## src/rtl/sram_io_ctrl_pkg.sv

```systemverilog
// sram_io_ctrl_pkg: shared widths, CTRL mode encodings and FSM state
// encoding for the serial-to-parallel SRAM bridge.
// Optional build macro SRAM_IO_CTRL_AUTOINC_EN is consumed in sram_io_ctrl.sv.
package sram_io_ctrl_pkg;

  localparam int MEMORY_DATA_WIDTH = 8;
  localparam int MEMORY_ADDR_WIDTH = 9;
  localparam int REG_BITS_WIDTH    = MEMORY_ADDR_WIDTH + MEMORY_DATA_WIDTH;

  localparam logic [1:0] MODE_SHIFT = 2'b00;
  localparam logic [1:0] MODE_READ  = 2'b01;
  localparam logic [1:0] MODE_NOP   = 2'b10;
  localparam logic [1:0] MODE_WRITE = 2'b11;

  typedef enum logic [2:0] {
    ST_IDLE     = 3'd0,
    ST_SHIFT    = 3'd1,
    ST_WRITE    = 3'd2,
    ST_READ     = 3'd3,
    ST_READ_CAP = 3'd4,
    ST_DONE     = 3'd5
  } state_e;

endpackage

```

## src/rtl/sram_io_shreg.sv

```systemverilog
// sram_io_shreg: {address, data} register of the bridge.
//   clk_i, rst_n_i : clock, synchronous active-low reset
//   shift_en_i     : shift right, si_i enters at the MSB
//   si_i           : serial input bit
//   load_en_i      : replace data field with load_data_i
//   load_data_i    : parallel data (SRAM Q)
//   addr_inc_i     : increment address field (wraps)
//   reg_bits_o     : {address, data}
module sram_io_shreg
  import sram_io_ctrl_pkg::*;
#(
  parameter int DW = MEMORY_DATA_WIDTH,
  parameter int AW = MEMORY_ADDR_WIDTH
) (
  input  logic             clk_i,
  input  logic             rst_n_i,
  input  logic             shift_en_i,
  input  logic             si_i,
  input  logic             load_en_i,
  input  logic [DW-1:0]    load_data_i,
  input  logic             addr_inc_i,
  output logic [AW+DW-1:0] reg_bits_o
);

  localparam int W = AW + DW;

  logic [W-1:0] reg_q, reg_d;

  // Shift has priority; load and increment touch disjoint fields so they
  // may happen in the same cycle (read capture with auto-increment).
  always_comb begin
    reg_d = reg_q;
    if (shift_en_i) begin
      reg_d = {si_i, reg_q[W-1:1]};
    end else begin
      if (load_en_i)  reg_d[DW-1:0] = load_data_i;
      if (addr_inc_i) reg_d[W-1:DW] = reg_q[W-1:DW] + {{(AW-1){1'b0}}, 1'b1};
    end
  end

  always_ff @(posedge clk_i) begin
    if (!rst_n_i) reg_q <= '0;
    else          reg_q <= reg_d;
  end

  assign reg_bits_o = reg_q;

endmodule

```

## src/rtl/sram_io_ctrl.sv

```systemverilog
// sram_io_ctrl: host serial port to 512x8 SRAM bridge.
//   CLK, RST_N : clock, synchronous active-low reset
//   BGN        : operation enable, held high for the whole operation
//   SI         : serial in, LSB first
//   LOAD_N     : active-low operation trigger
//   CTRL       : 00 shift, 01 read, 11 write, 10 no-op
//   PI         : SRAM Q
//   RDY        : operation complete
//   D_WE, CEN  : SRAM WEN / CEN, active low
//   SO, A, PO  : reg_bits[0], address field, data field
// Build macro SRAM_IO_CTRL_AUTOINC_EN: address field increments after each
// write or read access.
module sram_io_ctrl
  import sram_io_ctrl_pkg::*;
#(
  parameter int MEMORY_DATA_WIDTH = sram_io_ctrl_pkg::MEMORY_DATA_WIDTH,
  parameter int MEMORY_ADDR_WIDTH = sram_io_ctrl_pkg::MEMORY_ADDR_WIDTH,
  parameter int REG_BITS_WIDTH    = MEMORY_ADDR_WIDTH + MEMORY_DATA_WIDTH
) (
  input  logic                         CLK,
  input  logic                         RST_N,
  input  logic                         BGN,
  input  logic                         SI,
  input  logic                         LOAD_N,
  input  logic [1:0]                   CTRL,
  input  logic [MEMORY_DATA_WIDTH-1:0] PI,
  output logic                         RDY,
  output logic                         D_WE,
  output logic                         CEN,
  output logic                         SO,
  output logic [MEMORY_ADDR_WIDTH-1:0] A,
  output logic [MEMORY_DATA_WIDTH-1:0] PO
);

  localparam int CNT_W = $clog2(REG_BITS_WIDTH);
  localparam logic [CNT_W-1:0] LAST_BIT = CNT_W'(REG_BITS_WIDTH - 1);

  state_e               state_q;
  logic [CNT_W-1:0]     cnt_q;
  logic                 rdy_q, cen_q, we_q;
  logic [REG_BITS_WIDTH-1:0] reg_bits;

  logic shift_en, load_en, inc_cond, addr_inc;

  // Datapath strobes are qualified by BGN so an abort edge never moves
  // reg_bits.
  assign shift_en = BGN && (state_q == ST_SHIFT);
  assign load_en  = BGN && (state_q == ST_READ_CAP);
  assign inc_cond = BGN && ((state_q == ST_WRITE) || (state_q == ST_READ_CAP));

`ifdef SRAM_IO_CTRL_AUTOINC_EN
  assign addr_inc = inc_cond;
`else
  assign addr_inc = 1'b0 & inc_cond;
`endif

  sram_io_shreg #(
    .DW (MEMORY_DATA_WIDTH),
    .AW (MEMORY_ADDR_WIDTH)
  ) u_shreg (
    .clk_i       (CLK),
    .rst_n_i     (RST_N),
    .shift_en_i  (shift_en),
    .si_i        (SI),
    .load_en_i   (load_en),
    .load_data_i (PI),
    .addr_inc_i  (addr_inc),
    .reg_bits_o  (reg_bits)
  );

  // CTRL is decoded straight into the next state on the trigger edge, so
  // the state register itself holds the latched mode; later CTRL/LOAD_N
  // activity is never looked at. CEN/D_WE are registered and asserted on
  // entry to WRITE/READ, released on the following edge.
  always_ff @(posedge CLK) begin
    if (!RST_N) begin
      state_q <= ST_IDLE;
      cnt_q   <= '0;
      rdy_q   <= 1'b0;
      cen_q   <= 1'b1;
      we_q    <= 1'b1;
    end else begin
      cen_q <= 1'b1;
      we_q  <= 1'b1;
      case (state_q)
        ST_IDLE: begin
          rdy_q <= 1'b0;
          if (BGN && !LOAD_N) begin
            case (CTRL)
              MODE_SHIFT: begin
                state_q <= ST_SHIFT;
                cnt_q   <= '0;
              end
              MODE_WRITE: begin
                state_q <= ST_WRITE;
                cen_q   <= 1'b0;
                we_q    <= 1'b0;
              end
              MODE_READ: begin
                state_q <= ST_READ;
                cen_q   <= 1'b0;
              end
              default: begin
                state_q <= ST_DONE;
                rdy_q   <= 1'b1;
              end
            endcase
          end
        end
        ST_SHIFT: begin
          if (!BGN) begin
            state_q <= ST_IDLE;
          end else if (cnt_q == LAST_BIT) begin
            state_q <= ST_DONE;
            rdy_q   <= 1'b1;
          end else begin
            cnt_q <= cnt_q + 1'b1;
          end
        end
        ST_WRITE: begin
          if (!BGN) state_q <= ST_IDLE;
          else begin
            state_q <= ST_DONE;
            rdy_q   <= 1'b1;
          end
        end
        ST_READ: begin
          if (!BGN) state_q <= ST_IDLE;
          else      state_q <= ST_READ_CAP;
        end
        ST_READ_CAP: begin
          if (!BGN) state_q <= ST_IDLE;
          else begin
            state_q <= ST_DONE;
            rdy_q   <= 1'b1;
          end
        end
        ST_DONE: begin
          if (!BGN) begin
            state_q <= ST_IDLE;
            rdy_q   <= 1'b0;
          end
        end
        default: begin
          state_q <= ST_IDLE;
          rdy_q   <= 1'b0;
        end
      endcase
    end
  end

  assign RDY  = rdy_q;
  assign CEN  = cen_q;
  assign D_WE = we_q;
  assign SO   = reg_bits[0];
  assign A    = reg_bits[REG_BITS_WIDTH-1:MEMORY_DATA_WIDTH];
  assign PO   = reg_bits[MEMORY_DATA_WIDTH-1:0];

endmodule

```

## config.mk

```make
export PLATFORM = sky130hd
export DESIGN_NAME = sram_io_ctrl
export DESIGN_NICKNAME = d
export VERILOG_FILES = /design/src/rtl/sram_io_ctrl_pkg.sv /design/src/rtl/sram_io_shreg.sv /design/src/rtl/sram_io_ctrl.sv
export SDC_FILE = /design/constraint.sdc
export NUM_CORES = 1
export LEC_CHECK = 0
export CAP_MARGIN = 5
export CORE_ASPECT_RATIO = 1.75
export CORE_MARGIN = 2
export CORE_UTILIZATION = 44
export CTS_BUF_LIST = sky130_fd_sc_hd__clkbuf_8
export CTS_CLUSTER_SIZE = 28
export DETAILED_ROUTE_END_ITERATION = 12
export PLACE_DENSITY_LB_ADDON = 0.2
export SETUP_SLACK_MARGIN = 0.2
export SYNTH_ARGS = -nofsm -noshare
export SYNTH_HDL_FRONTEND = slang
export SYNTH_SLANG_ARGS = --single-unit
export TNS_END_PERCENT = 5
```

## constraint.sdc

```tcl
create_clock -name CLK -period 1.5 [get_ports CLK]
set_input_delay 0.225 -clock CLK [delete_from_list [all_inputs] [get_ports CLK]]
set_output_delay 0.225 -clock CLK [all_outputs]
set_load 0.01 [all_outputs]
```

==> metrics.md <==
| Metric | Value |
|---|---|
| Post-Route WL | `3990 um` |
| TritonCTS buffer count | `3` |
| Mapped cell area | `1370 um^2` |
| Internal reg-to-reg setup slack | `0.12 ns` |
| R2r endpoint | `state_q[2]$_SDFFE_PN0P_` |
| M1 WL | `1460 um` |
| Die Area | `3590 um^2` |
| Synth top area cells | `dfxtp_1 41%, nand2_1 11%, a21oi_1 6.6%` |
| First-pass iteration count of the detailed router | `4` |
| Rel. slew slack | `0.705` |
| Fraction of layout cells with a size suffix above 1 | `0.257` |
| Final Hold Viols | `0` |
| Critical-path top delay cell | `clkdlybuf4s50_1` |
| # port buffers | `35` |
| Highest clock rate | `696 MHz` |
| CP startpoint | `u_shreg.reg_bits_o[5]$_SDFFE_PN0P_` |
| MaxCap Viol Count | `0` |
| Worst-path maximum fanout | `3` |
| Sequential area share after synthesis | `0.409` |
| Worst skew pair latency | `roughly 0.27 ns` |
| Clk sinks | `28` |
| Worst reg2reg path depth | `3` |
| # hold bufs at CTS | `0` |
| Met3 routed WL | `between 200 and 250 um` |
| Reg2reg start | `state_q[0]$_SDFFE_PN0P_` |
| Post-DRT Antenna Nets | `0` |
| DRT iter0 DRCs | `30` |
| Ys flop type | `dfxtp_1` |
| Drc violations | `0` |
| CTS tree | `done` |
| Post-synth ARST share | `0` |
| Synth Warn # | `0` |
| Skew final | `roughly 0.0019 ns` |
| Fin crit share | `0.958` |
| Setup crit end | `PO[5]` |
| Via count | `1,440` |
| Syn avg cell area | `8.46 um^2` |
| Initial antenna violation count | `0` |
| Core area | `approximately 3000 um^2` |
| H-tree levels | `1` |
| Syn Nets | `179` |
| Number of cells on the critical path | `1` |
| Nets | `236` |
| Startpoint Class | `flip-flop` |
| Final worst slack | `0.0629 ns` |
| Buf+Inv Stages, Crit Path | `1` |
| Slowest stage delay, CP | `0.57 ns` |
| Final setup vio count | `0` |
| Mapped Cells | `~160` |
| Yosys top cell by area | `dfxtp_1` |
| Status | `finished, final reports clean` |
| Number of global-route vias before repair | `1,343` |
| Critical Path RT | `~1.3 ns` |
| CTS root buffer | `clkbuf_8` |
| Final Util | `0.714` |
| Synth cell types | `42` |
| Post-synth top area share | `0.409` |
| Worst hold margin | `0.332 ns` |
| CP delay by family, top | `buffers and inverters` |
| Period minus WS final | `1.44 ns` |
| Final HPWL DP | `2840 um` |
| Largest net degree at the start of global routing | `19` |
| LEAKAGE | `about 0.0008 uW` |
| Core Rows | `26` |
| Post-synth EDFFs | `0` |
| Hold path cells | `2` |
| RSZ-0062 raised after global routing | `true` |
| WP data arrival | `1.21 ns` |
| Hold Path Class | `in -> reg` |
| Area growth, synth to finish | `54.3%` |
| Total power | `approximately 1700 uW` |
| Metal2 WL | `2230 um` |
| Post-Place Setup Slack | `-0.186 ns` |
| # IOs | `36` |
| Crit path kind | `reg -> out` |
| Chip height | `77.8 um` |
| #FFs+latches synth | `28` |
| RePlAce Congestion | `just over 0.8` |
| Maximum clock path buffer count | `2` |
| Top routing layer used | `met4` |
| Vias per cell | `5.54` |
| Worst-margin pin slew | `0.437 ns` |
| Ant diodes | `0` |
| Final Slew Violations | `0` |
| DIE WIDTH | `about 46 um` |
| Congestion Overflow GR | `0` |
| Critical path, cell by cell | `clkdlybuf4s50_1` |
| IR Drop Worst-Case VDD | `554 uV` |
| Wire length per cell | `15.3 um` |
| Pwr Density | `791 nW/um^2` |
| GR Util All Layers | `0.217` |
| Critical Path Sink Type | `output pin` |
| Global-route wire length before repair | `5940 um` |
| CTS clk-pin slew, worst paths | `0.09 ns` |
| Initial Util | `0.463` |
==> synth_stat cells (all sizes together) (2+ instances only) <==
master and n:
nand2 40, buf 9, o22ai 2, inv 4, nor4bb 2, nor2b 3, o32ai 2, o221ai 2
a311oi 8, and2 3, nand3 5, a21oi 18, a21o 3, clkbuf 5, dfxtp 28, ha 2
o21ai 3, nand4b 2, nand4bb 2
==> final cells by class <==
cell class | instances | area, um^2
fill | 231 | 846
multi-input combinational | 115 | 764
timing repair buffer | 66 | 633
sequential | 28 | 574
tap | 42 | 52.6
clock buffer | 3 | 41.3
clock inverter | 1 | 30.0
inverter | 5 | 18.8
==> report_power, final <==
part	internal (uW)	total, uW	switching (uW)
combinational	165	302	137
clock	357	587	230
sequential	764	785	20.7
total	1290	1670	387
==> cell families after synthesis <==
group,after synthesis,synth area share
simple gates,67,0.258
compound gates,45,0.232
flops,28,0.409
xor+xnor,1,0.0119
fa+ha+maj,2,0.0183
buf+inv,19,0.0712
==> worst register-to-register path, stage by stage (launching register included) <==
cell	delay, ns
dfxtp_4	0.37
or4b_1	0.52
a21o_1	0.21
a221oi_2	0.20
==> state kept, by name, indices dropped and copies added, names as in the netlist <==
name,cells
u_shreg.reg_bits_o,17
cnt_q,5
state_q,3
CEN,1
D_WE,1
RDY,1
==> metrics by stage <==
step / std cells / TNS, ns / instance area, um^2
2_1_floorplan: 162 / 0 / 1380
3_3_place_gp: 248 / -1.33 / 1880
3_5_place_dp: 248 / -2.33 / 1880
4_1_cts: 253 / 0 / 1990
5_1_grt: 260 / 0 / 2110
6_report: 260 / 0 / 2110
==> routing by layer <==
layer  GRT usage  vias to the layer above
met5           0                        -
met4      0.0886                        0
met3      0.0326                        9
met2       0.378                       60
met1       0.247                      678
li1            -                      693
==> worst min path at each step <==
stage | start | end | slack (ns)
floorplan | CTRL[1] | D_WE$_SDFF_PN1_ | 0.29
global placement | u_shreg.reg_bits_o[13]$_SDFFE_PN0P_ | u_shreg.reg_bits_o[12]$_SDFFE_PN0P_ | 0.45
detailed placement | u_shreg.reg_bits_o[15]$_SDFFE_PN0P_ | u_shreg.reg_bits_o[14]$_SDFFE_PN0P_ | 0.47
CTS | u_shreg.reg_bits_o[12]$_SDFFE_PN0P_ | u_shreg.reg_bits_o[11]$_SDFFE_PN0P_ | 0.48
global route | CTRL[0] | state_q[1]$_SDFFE_PN0P_ | 0.34
finish | CTRL[0] | state_q[1]$_SDFFE_PN0P_ | 0.33
==> timing repair <==
item                                    CTS  global route
buffers inserted                          1             6
endpoints found under the setup margin   43            47
gates resized for setup                   9            19
endpoints found under the hold margin     0             0
cloned                                    0             1
pin swaps                                 3             3
==> cell usage in the layout, fill, tap and decap left out, types with 2 or more instances in the layout <==
cell             instances
a311oi_2                 3
nand4bb_1                2
nand3_1                  5
buf_12                   2
dfxtp_1                 23
buf_4                   24
nand4b_1                 2
dfxtp_4                  3
nor2b_1                  2
dlymetal6s2s_1           3
o32ai_1                  2
buf_6                    5
nand2_1                 40
inv_2                    2
a21oi_1                 18
clkbuf_8                 3
a311oi_1                 5
o21ai_0                  3
inv_1                    2
and2_1                   2
a21o_1                   3
clkdlybuf4s50_1         31
dfxtp_2                  2
Power figures use the tool's default switching activity.
==> edit, RTL diff (same flow settings) <==
Build with the macro `SRAM_IO_CTRL_AUTOINC_EN` defined.
--- a/src/rtl/sram_io_ctrl.sv
+++ b/src/rtl/sram_io_ctrl.sv
@@ -11,4 +11,6 @@
 // Build macro SRAM_IO_CTRL_AUTOINC_EN: address field increments after each
 // write or read access.
+`define SRAM_IO_CTRL_AUTOINC_EN
+
 module sram_io_ctrl
   import sram_io_ctrl_pkg::*;
Check against the original RTL: not equivalent (Yosys sat finds a counterexample within 4 cycles, from zero or initial values and one cycle with RST_N low).
==> edit against the unedited design <==
- register-to-register slack worse by 0.12 ns
- setup slack worse by 0.061 ns
- cell area is 18% higher
- cell count is 18% higher
- core utilization is 1.8 points lower
- critical endpoint is now cnt_q[3]
- largest cell class unchanged
- sequential cell count stayed put
- area after synthesis is 18% higher
- clock skew is 0.0066 ns higher
- wire length is 9.5% higher
- critical path type is now reg -> reg
Power is not compared: it rests on default switching activity, and its combinational part moved more than twofold at a synthesized area within 25%.
==> edit: results (changes against the unedited design) <==
Parameter                              Value

Outcome
  Result of the run    completed (unchanged)

Logic synthesis
  Top cells by area in the synthesized netlist    sky130_fd_sc_hd__dfxtp_1, sky130_fd_sc_hd__nand2_1, sky130_fd_sc_hd__a311oi_1 (was sky130_fd_sc_hd__dfxtp_1, sky130_fd_sc_hd__nand2_1, sky130_fd_sc_hd__a21oi_1)
  Portion of the post-synthesis area used by sequential elements    34.57% (was 40.91%)
  Average cell area after synthesis    8.108 µm² (was 8.457 µm²)
  Net Count, Synth    218 (was 179)
  Most common library cells after synthesis    sky130_fd_sc_hd__nand2_1, sky130_fd_sc_hd__dfxtp_1, sky130_fd_sc_hd__nor2_1 (was sky130_fd_sc_hd__nand2_1, sky130_fd_sc_hd__dfxtp_1, sky130_fd_sc_hd__a21oi_1)
  Number of distinct library cells after synthesis    53 (was 42)

Place
  Count of placed standard cells including taps    298 (was 248)
  Global placer's final weighted congestion    0.8128 (was 0.8104)
  Worst setup slack after placement    -0.3474 ns (was -0.1859 ns)
  Post-placement cell area    2226 µm² (was 1884 µm²)
  Placed wire-length estimate    3008 µm (was 2841 µm)

Critical path
  Crit-path max FO    7 (was 3)
  Worst-path cell with the longest stage delay    sky130_fd_sc_hd__dfxtp_4 (was sky130_fd_sc_hd__clkdlybuf4s50_1)
  Gate family responsible for the most delay along the worst path    simple AND/OR/NAND/NOR gates (was buffers and inverters)
  R2R cell count    4 (was 3)
  CP max stage delay    0.38 ns (was 0.57 ns)
  R2r setup slk    0.002 ns (was 0.12 ns)
  End point of the critical path    cnt_q[3] (was PO[5])
  Critical path data arrival time    1.66 ns (was 1.21 ns)

Global routing
  Wire length of the first global-routing pass    6782 µm (was 5940 µm)
  Via count of the first global-routing pass    1560 (was 1343)
  Met2 global-route usage    35.64% (was 37.78%)
  Met3 Resource Use GR    1.779% (was 3.256%)
  Gr usage total    20.01% (was 21.72%)
  Met1 usage in global routing    23.86% (was 24.71%)

STA
  Transition at the pin with the smallest max-transition slack    0.4382 ns (was 0.4372 ns)
  Post-Route Hold Slack    0.4764 ns (was 0.3318 ns)
  Final Cycle Share    99.87% (was 95.80%)

Routing
  Drt via density    5.603 (was 5.538)
  DRT Wirelength    4367 µm (was 3987 µm)
  DRC marker count from the first detailed-route iteration    20 (was 30)
  Routed wl met3    151 µm (was 224 µm)
  Detail-routed net length per standard cell    14.22 µm (was 15.33 µm)
  Metal2 WL    2295 µm (was 2232 µm)
  Metal-1 WL    1815 µm (was 1458 µm)

Hold path
  End point of the worst hold path    CEN (was state_q[1])
  Number of cells on the worst hold path    4 (was 2)
  Start point of the worst hold path    LOAD_N (was CTRL[0])

Pwr
  Static power due to leakage    1.284 nW
  Power per standard cell area    876.0 nW/µm²
  Share of total power in sequential cells    39.3%
  Net switching power of the design    0.0006427 W

Cells and area
  # nets final    280 (was 236)
==> edit: area by class of cell <==
type | instances | area, µm²
flip-flops and latches | 28 | 594.3
inverters | 6 | 22.52
clock inverters | 1 | 30.03
clock buffers | 3 | 41.29
repair buffers | 73 | 735.7
well taps | 46 | 57.56
fillers | 280 | 1091
multi-input cells | 150 | 1020
==> edit: cell families after synthesis <==
kind of cell	synth area share, %
flops	34.57
fa+ha+maj	2.315
buf+inv	6.866
compound gates	26.70
mux	0.6173
simple gates	27.86
xor+xnor	1.080
==> edit: what timing repair did <==
| item | CTS | global route |
|---|---|---|
| setup buffers | 4 | 1 |
| pin swaps | 6 | 14 |
| endpoints found under the setup margin | 47 | 47 |
| hold endpoints to repair | 0 | 0 |
| gates resized for setup | 15 | 52 |
